## src/rtl/sr_cmd_seq_pkg.sv

```systemverilog
// Shared encodings and helpers for the sr_ff command sequencer.
// Holds op/state encodings and the switch for the S/R exclusivity assertion.
package sr_cmd_seq_pkg;

    typedef enum logic [1:0] {
        OP_NOP = 2'b00,
        OP_SET = 2'b01,
        OP_CLR = 2'b10,
        OP_TGL = 2'b11
    } op_e;

    typedef enum logic [1:0] {
        ST_IDLE  = 2'b00,
        ST_DRIVE = 2'b01,
        ST_CHECK = 2'b10
    } state_e;

    localparam bit SR_EXCL_CHECK = 1'b1;

    // TOGGLE collapses to whichever drive actually changes the current Q.
    function automatic op_e resolve_op(input op_e op, input logic q);
        if (op == OP_TGL) begin
            return q ? OP_CLR : OP_SET;
        end
        return op;
    endfunction

    function automatic logic expected_q(input op_e op);
        return (op == OP_SET);
    endfunction

endpackage

```

## src/rtl/sr_pulse_timer.sv

```systemverilog
// Loadable down-counter that flags the last cycle of a PULSE_CYC-long pulse.
// Kept independent of the sequencer so later stages can reuse it.
module sr_pulse_timer #(
    parameter int PULSE_CYC = 1
) (
    input  logic clk,
    input  logic rst,
    input  logic load,
    input  logic en,
    output logic done
);

    localparam int CW = (PULSE_CYC < 2) ? 1 : $clog2(PULSE_CYC + 1);

    logic [CW-1:0] cnt;

    always_ff @(posedge clk) begin
        if (!rst) begin
            cnt <= '0;
        end else if (load) begin
            cnt <= CW'(PULSE_CYC);
        end else if (en && (cnt != '0)) begin
            cnt <= cnt - CW'(1);
        end
    end

    assign done = (cnt == CW'(1));

endmodule

```

## src/rtl/sr_cmd_seq.sv

```systemverilog
// Command sequencer for sr_ff: turns SET/CLR/TOGGLE requests into exclusive
// S/R pulses, verifies Q afterwards and keeps sticky error and event counts.
module sr_cmd_seq
    import sr_cmd_seq_pkg::*;
#(
    parameter int PULSE_CYC = 1,
    parameter int CNT_W     = 8
) (
    input  logic             clk,
    input  logic             rst,
    input  logic             cmd_valid,
    input  logic [1:0]       cmd_op,
    output logic             cmd_ready,
    input  logic             err_clr,
    input  logic             q_fb,
    output logic             S,
    output logic             R,
    output logic             busy,
    output logic             err,
    output logic [1:0]       err_op,
    output logic [CNT_W-1:0] set_cnt,
    output logic [CNT_W-1:0] clr_cnt
);

    state_e state;
    op_e    op_q;
    op_e    req_op;
    logic   accept;
    logic   pulse_load;
    logic   pulse_done;
    logic   mismatch;

    assign cmd_ready  = (state == ST_IDLE) && rst;
    assign busy       = (state != ST_IDLE);
    assign accept     = cmd_valid && cmd_ready;
    assign req_op     = resolve_op(op_e'(cmd_op), q_fb);
    assign pulse_load = accept && (req_op != OP_NOP);
    assign mismatch   = (state == ST_CHECK) && (q_fb != expected_q(op_q));

    sr_pulse_timer #(
        .PULSE_CYC (PULSE_CYC)
    ) u_pulse_timer (
        .clk  (clk),
        .rst  (rst),
        .load (pulse_load),
        .en   (state == ST_DRIVE),
        .done (pulse_done)
    );

    // S and R only ever rise from IDLE on distinct branches, so they cannot overlap.
    always_ff @(posedge clk) begin
        if (!rst) begin
            state   <= ST_IDLE;
            op_q    <= OP_NOP;
            S       <= 1'b0;
            R       <= 1'b0;
            err     <= 1'b0;
            err_op  <= 2'b00;
            set_cnt <= '0;
            clr_cnt <= '0;
        end else begin
            case (state)
                ST_IDLE: begin
                    if (accept && (req_op == OP_SET)) begin
                        op_q    <= OP_SET;
                        S       <= 1'b1;
                        set_cnt <= set_cnt + CNT_W'(1);
                        state   <= ST_DRIVE;
                    end else if (accept && (req_op == OP_CLR)) begin
                        op_q    <= OP_CLR;
                        R       <= 1'b1;
                        clr_cnt <= clr_cnt + CNT_W'(1);
                        state   <= ST_DRIVE;
                    end
                end
                ST_DRIVE: begin
                    if (pulse_done) begin
                        S     <= 1'b0;
                        R     <= 1'b0;
                        state <= ST_CHECK;
                    end
                end
                ST_CHECK: begin
                    state <= ST_IDLE;
                end
                default: begin
                    S     <= 1'b0;
                    R     <= 1'b0;
                    state <= ST_IDLE;
                end
            endcase

            // A fresh mismatch outranks a simultaneous clear request.
            if (mismatch) begin
                err    <= 1'b1;
                err_op <= op_q;
            end else if (err_clr) begin
                err <= 1'b0;
            end
        end
    end

    generate
        if (SR_EXCL_CHECK) begin : g_sr_excl
            sr_never_both : assert property (@(posedge clk) !(S && R));
        end
    endgenerate

endmodule

```

## config.mk

```make
export PLATFORM = sky130hd
export DESIGN_NAME = sr_cmd_seq
export DESIGN_NICKNAME = d
export VERILOG_FILES = /design/src/rtl/sr_cmd_seq_pkg.sv /design/src/rtl/sr_pulse_timer.sv /design/src/rtl/sr_cmd_seq.sv
export SDC_FILE = /design/constraint.sdc
export NUM_CORES = 1
export LEC_CHECK = 0
export ABC_AREA = 1
export CAP_MARGIN = 15
export CORE_MARGIN = 2
export CORE_UTILIZATION = 37
export CTS_CLUSTER_DIAMETER = 200
export DETAILED_ROUTE_END_ITERATION = 10
export GPL_TIMING_DRIVEN = 0
export PLACE_DENSITY = 0.69
export SYNTH_ARGS = -nofsm -noshare
export SYNTH_HDL_FRONTEND = slang
export SYNTH_SLANG_ARGS = --single-unit
```

## constraint.sdc

```tcl
create_clock -name clk -period 1.6 [get_ports clk]
set_input_delay 0.48 -clock clk [delete_from_list [all_inputs] [get_ports clk]]
set_output_delay 0.48 -clock clk [all_outputs]
set_load 0.1 [all_outputs]
```

---- After elaboration in Yosys (flattened, before gate mapping) ----
Cells that the tools add are included.
storage, ports and cells
  register bits ........................... 26
  word-level logic and storage cells ...... 65
  input bits .............................. 7
  output and inout port bits .............. 23
operators by class
  add/subtract/negate cells ............... 3
  reductions and logical operators ........ 19
  bitwise logic cells ..................... 2
  multiplexer cells ....................... 20
  equality and inequality tests ........... 12
operators with widths
  cell                                                                    number
  8-bit by 1-bit adder with 8-bit output (second input constant)          2
  2-bit 2-to-1 mux                                                        8
  2-bit nonzero test                                                      5
  1-bit 2-to-1 mux                                                        9
  1-bit logical AND                                                       7
  2-bit by 1-bit equality test with 1-bit output (second input constant)  3
  2-bit equality test (second input constant)                             3
  1-bit case mux with 3 select lines                                      2
  2-bit AND reduction                                                     3
  3-bit AND reduction                                                     2
  2-bit by 1-bit != test with 1-bit output (second input constant)        2
  2-bit != test (second input constant)                                   2
  2-bit case mux with 2 select lines                                      1
  4-bit AND reduction                                                     1
  3-bit by 1-bit != test with 1-bit output (second input constant)        1
  2-bit zero test                                                         1
  1-bit inverter                                                          2
  1-bit != test                                                           1
  1-bit subtractor (second input constant)                                1

---- Logic depth before layout (Yosys ltp) ----
  depth in word-level cells ............... 8
  gate-level depth with buffers ........... 8
  depth with buffers taken out ............ 8

---- By module ----
From an unflattened synthesis, not the netlist that was laid out.
second synthesis, totals
  cells, all modules ...................... 187
  area, all modules ....................... 1283.7 µm²
by module, submodules not included
  module          seq. area each (µm²)  cells an instance  area an instance (µm²)  instances
  sr_cmd_seq      500.5                 181                1239.9                  1
  sr_pulse_timer  20.0                  6                  43.8                    1

---- Worst setup path after synthesis ----
No wires, ideal clock.
  kind .................................... register to output
  start point ............................. reg state[1]
  end point ............................... out cmd_ready
  data arrival time ....................... 2.502 ns
  path slack .............................. -1.382 ns
  buffers on the path ..................... 0
  required time ........................... 1.120 ns
  stages on the path, launching flop included .. 4
  cell sequence ........................... dfxtp_1 > inv_1 > nand2_1 > nor2_1
on the way
  word-level cells in the longest chain between the ends .. 2
RTL lines
  element                 RTL line          text
  start, declared         sr_cmd_seq.sv:25  state_e state;
  start signal, assigned  sr_cmd_seq.sv:53  state <= ST_IDLE;
  start signal, assigned  sr_cmd_seq.sv:68  state <= ST_DRIVE;
  start signal, assigned  sr_cmd_seq.sv:73  state <= ST_DRIVE;
  2-bit zero test         sr_cmd_seq.sv:33  assign cmd_ready = (state == ST_IDLE) && rst;
  1-bit logical AND       sr_cmd_seq.sv:33
  end, declared           sr_cmd_seq.sv:13  output logic cmd_ready,
No other way between the ends.

---- Final worst setup path ----
  start point ............................. in rst
  end point ............................... out cmd_ready
on the way
  word-level cells in the longest chain between the ends .. 1
RTL lines
  element            RTL line          text
  start, declared    sr_cmd_seq.sv:10  input logic rst,
  1-bit logical AND  sr_cmd_seq.sv:33
No other way between the ends.

==> out/qor.yml <==
synth_top_area_share_pct: 42.1
max-cap-violations: 0
yosys_warnings: 0
grt_pass1_vias: 964
power.density_nw_per_um2: 760
synth_area_um2: 1230
cts_max_level: 1
yosysTopAreaCell: "dfxtp_1"
cp.arrival_ps: 1120
dieArea_um2: 3820
firstDrtPassIters: 4
syn_inst: 180
vias_per_cell: 4.63
wl_met2_um: 1270
synthTopCellsByCount: "nand2_1, dfxtp_1, inv_1"
reg2reg_slack_ps: 170
setup_violations: 1
port_buffers: 29
nNetsFinal: 229
grt_overflow: 0
synth-edff-count: 0
drv_slew: 0
tightest_slew_ps: 418
drt-initial-drc-count: 42
ios: 30
worstSetupStartpointType: "input port"
holdWs_ps: 425
r2r_start: "state[0]"
synth.distinct_cells: 18
place_ws_ps: -1670
slew_headroom_pct: 72.2
ys.flop_type: "dfxtp_1"
clockRootBuffer: "clkbuf_4"
wl_met1_um: 1450
endpoint_kind: "primary output"
clockBufferDepth: 2
highest_layer: "met4"
status: "finished with violations"
synth_area_leaders: "dfxtp_1, nand2_1, inv_1"
drc: 0
yosys.cell_count.top_type: "nand2_1"
area.growth.synth_to_final_pct: 36.9
cts_made_buffers: 3
ys_ff_latch: 26
syn_area_per_cell_um2: 6.86
drive_above_1_share_pct: 29.2
die_x_um: 61.8
cts_sinks: 26
clk_latency_ps: 320
hpwl_um: 1880
cts_tree: "built"
grt_use_total_pct: 15.3
r2r_end: "clr_cnt[0]"
globalplace.congestion: 0.778
worstSetupPathType: "input port to primary output"
rsz0062_at_grt: "yes"
period_share_pct: 100
std_cell_rows: 20
cp.required_ps: 1120
die_h_um: 61.8
final.setup_skew_ps: 2.77
yosysSeqAreaShare_pct: 42.1
syn-num-nets: 189
violations: "negative setup slack"
ir_drop_mv: 0.426
n_antenna_cell: 0
final_hold_viol_count: 0
hp-start: "rst"
hold_path.class: "input port to register"
ctsHoldBuffers: 0
core_area_um2: 3100
setup_slack_ps: -4.14
vias: 1219
timing.final.crit_period_ps: 1600
grt_pass1_wl_um: 4300
wl_met3_um: 95
wl_um: 2870
fillers: 316
grt_max_degree: 15
finalNonFillerCells: 263
ant_nets: 0
fmax_ghz: 0.623
antenna_found_initial: 0
ys_async_sr_fraction_pct: 0
floorplan.initialDensity_pct: 39.8
hold_depth: 3
path_max_fanout: 10
hold-path-endpoint: "err_op[0]"
placed_cells: 253
wl_per_cell_um: 10.9
final_util_pct: 54.5
clk_pin_slew_worst_paths_ps: 140
reg2regPathDepth: 7
p_leak_uw: 0.000717
==> power breakdown <==
part | leakage, uW | switching (uW) | internal, uW | total, uW
registers | 0.000218 | 16.3 | 665 | 681
logic | 0.000478 | 184 | 85.2 | 269
clock network | 0.0000210 | 196 | 139 | 335
total | 0.000717 | 396 | 889 | 1290
==> registers in the layout, summed over array words and instances (netlist names) <==
name,flops
R,1
u_pulse_timer.done,1
err,1
set_cnt,8
S,1
clr_cnt,8
err_op,2
state,2
op_q,2
==> critical path, stage by stage <==
cell and delay (ps):
buf_4 120, inv_6 50, clkbuf_16 160, nor2_4 120, buf_12 180
==> cell usage in the layout (no fill, tap or decap) <==
| cell | count |
|---|---|
| nand2_1 | 50 |
| buf_4 | 24 |
| nor2_1 | 21 |
| inv_1 | 20 |
| a21oi_1 | 17 |
| dfxtp_2 | 14 |
| nand3_1 | 13 |
| dfxtp_1 | 11 |
| o21ai_0 | 8 |
| clkbuf_4 | 7 |
| clkdlybuf4s50_1 | 4 |
| nor2_4 | 3 |
| buf_6 | 3 |
| nor3_1 | 3 |
| inv_4 | 2 |
| nand3_2 | 2 |
| xor2_1 | 2 |
| ha_1 | 2 |
| nand2_4 | 1 |
| inv_6 | 1 |
| clkbuf_16 | 1 |
| nand2_2 | 1 |
| nor2_2 | 1 |
| clkbuf_1 | 1 |
| nand4_1 | 1 |
| xnor2_1 | 1 |
| a21oi_2 | 1 |
| clkbuf_8 | 1 |
| dlymetal6s2s_1 | 1 |
| buf_12 | 1 |
| dfxtp_4 | 1 |
==> per-stage QoR <==
stage	cell area [um^2]	total power, uW	TNS [ps]
after floorplan	1270	870	-157
after global placement	1610	931	-16580
after detailed placement	1610	932	-16750
after CTS	1620	1280	-58.6
after global routing	1690	1340	-45.8
final	1690	1290	-4.14
==> final cells by class <==
cell class | instances | area (um^2) | area share (%)
sequential | 26 | 542 | 32.1
multi-input combinational | 127 | 616 | 36.4
inverter | 23 | 96.3 | 5.70
clock buffer | 4 | 36.3 | 2.15
buffer | 4 | 51.3 | 3.03
tap | 44 | 55.1 | 3.26
timing repair buffer | 35 | 294 | 17.4
==> repair_timing <==
item | in CTS | in global routing
pin swaps | 1 | 2
endpoints found under the setup margin | 33 | 15
gates resized for setup | 150 | 14
gates cloned | 0 | 1
buffers inserted | 0 | 5
==> worst max path at each step <==
stage / start / to / slack (ps) / cells past startpoint
6_report: rst / cmd_ready / -4 / 5
5_1_grt: state[1] / cmd_ready / -50 / 4
4_1_cts: state[0] / cmd_ready / -60 / 4
3_5_place_dp: rst / cmd_ready / -1670 / 5
3_3_place_gp: rst / cmd_ready / -1690 / 5
2_1_floorplan: rst / cmd_ready / -160 / 3
==> routing by layer <==
layer	GRT usage (%)	up-vias
met5	0	-
met4	7.29	0
met3	1.86	5
met2	21.2	24
met1	23.5	546
li1	-	644
==> cells by family after synthesis <==
family | after synthesis | share of synthesized area, %
AO/OA/AOI/OAI | 26 | 10.8
XOR/XNOR | 3 | 2.13
adder cells (fa/ha/maj) | 2 | 2.03
buffers and inverters | 27 | 9.42
flip-flops | 26 | 42.1
AND/OR/NAND/NOR | 96 | 33.4
Note: power is estimated with default switching activity, not from simulation.
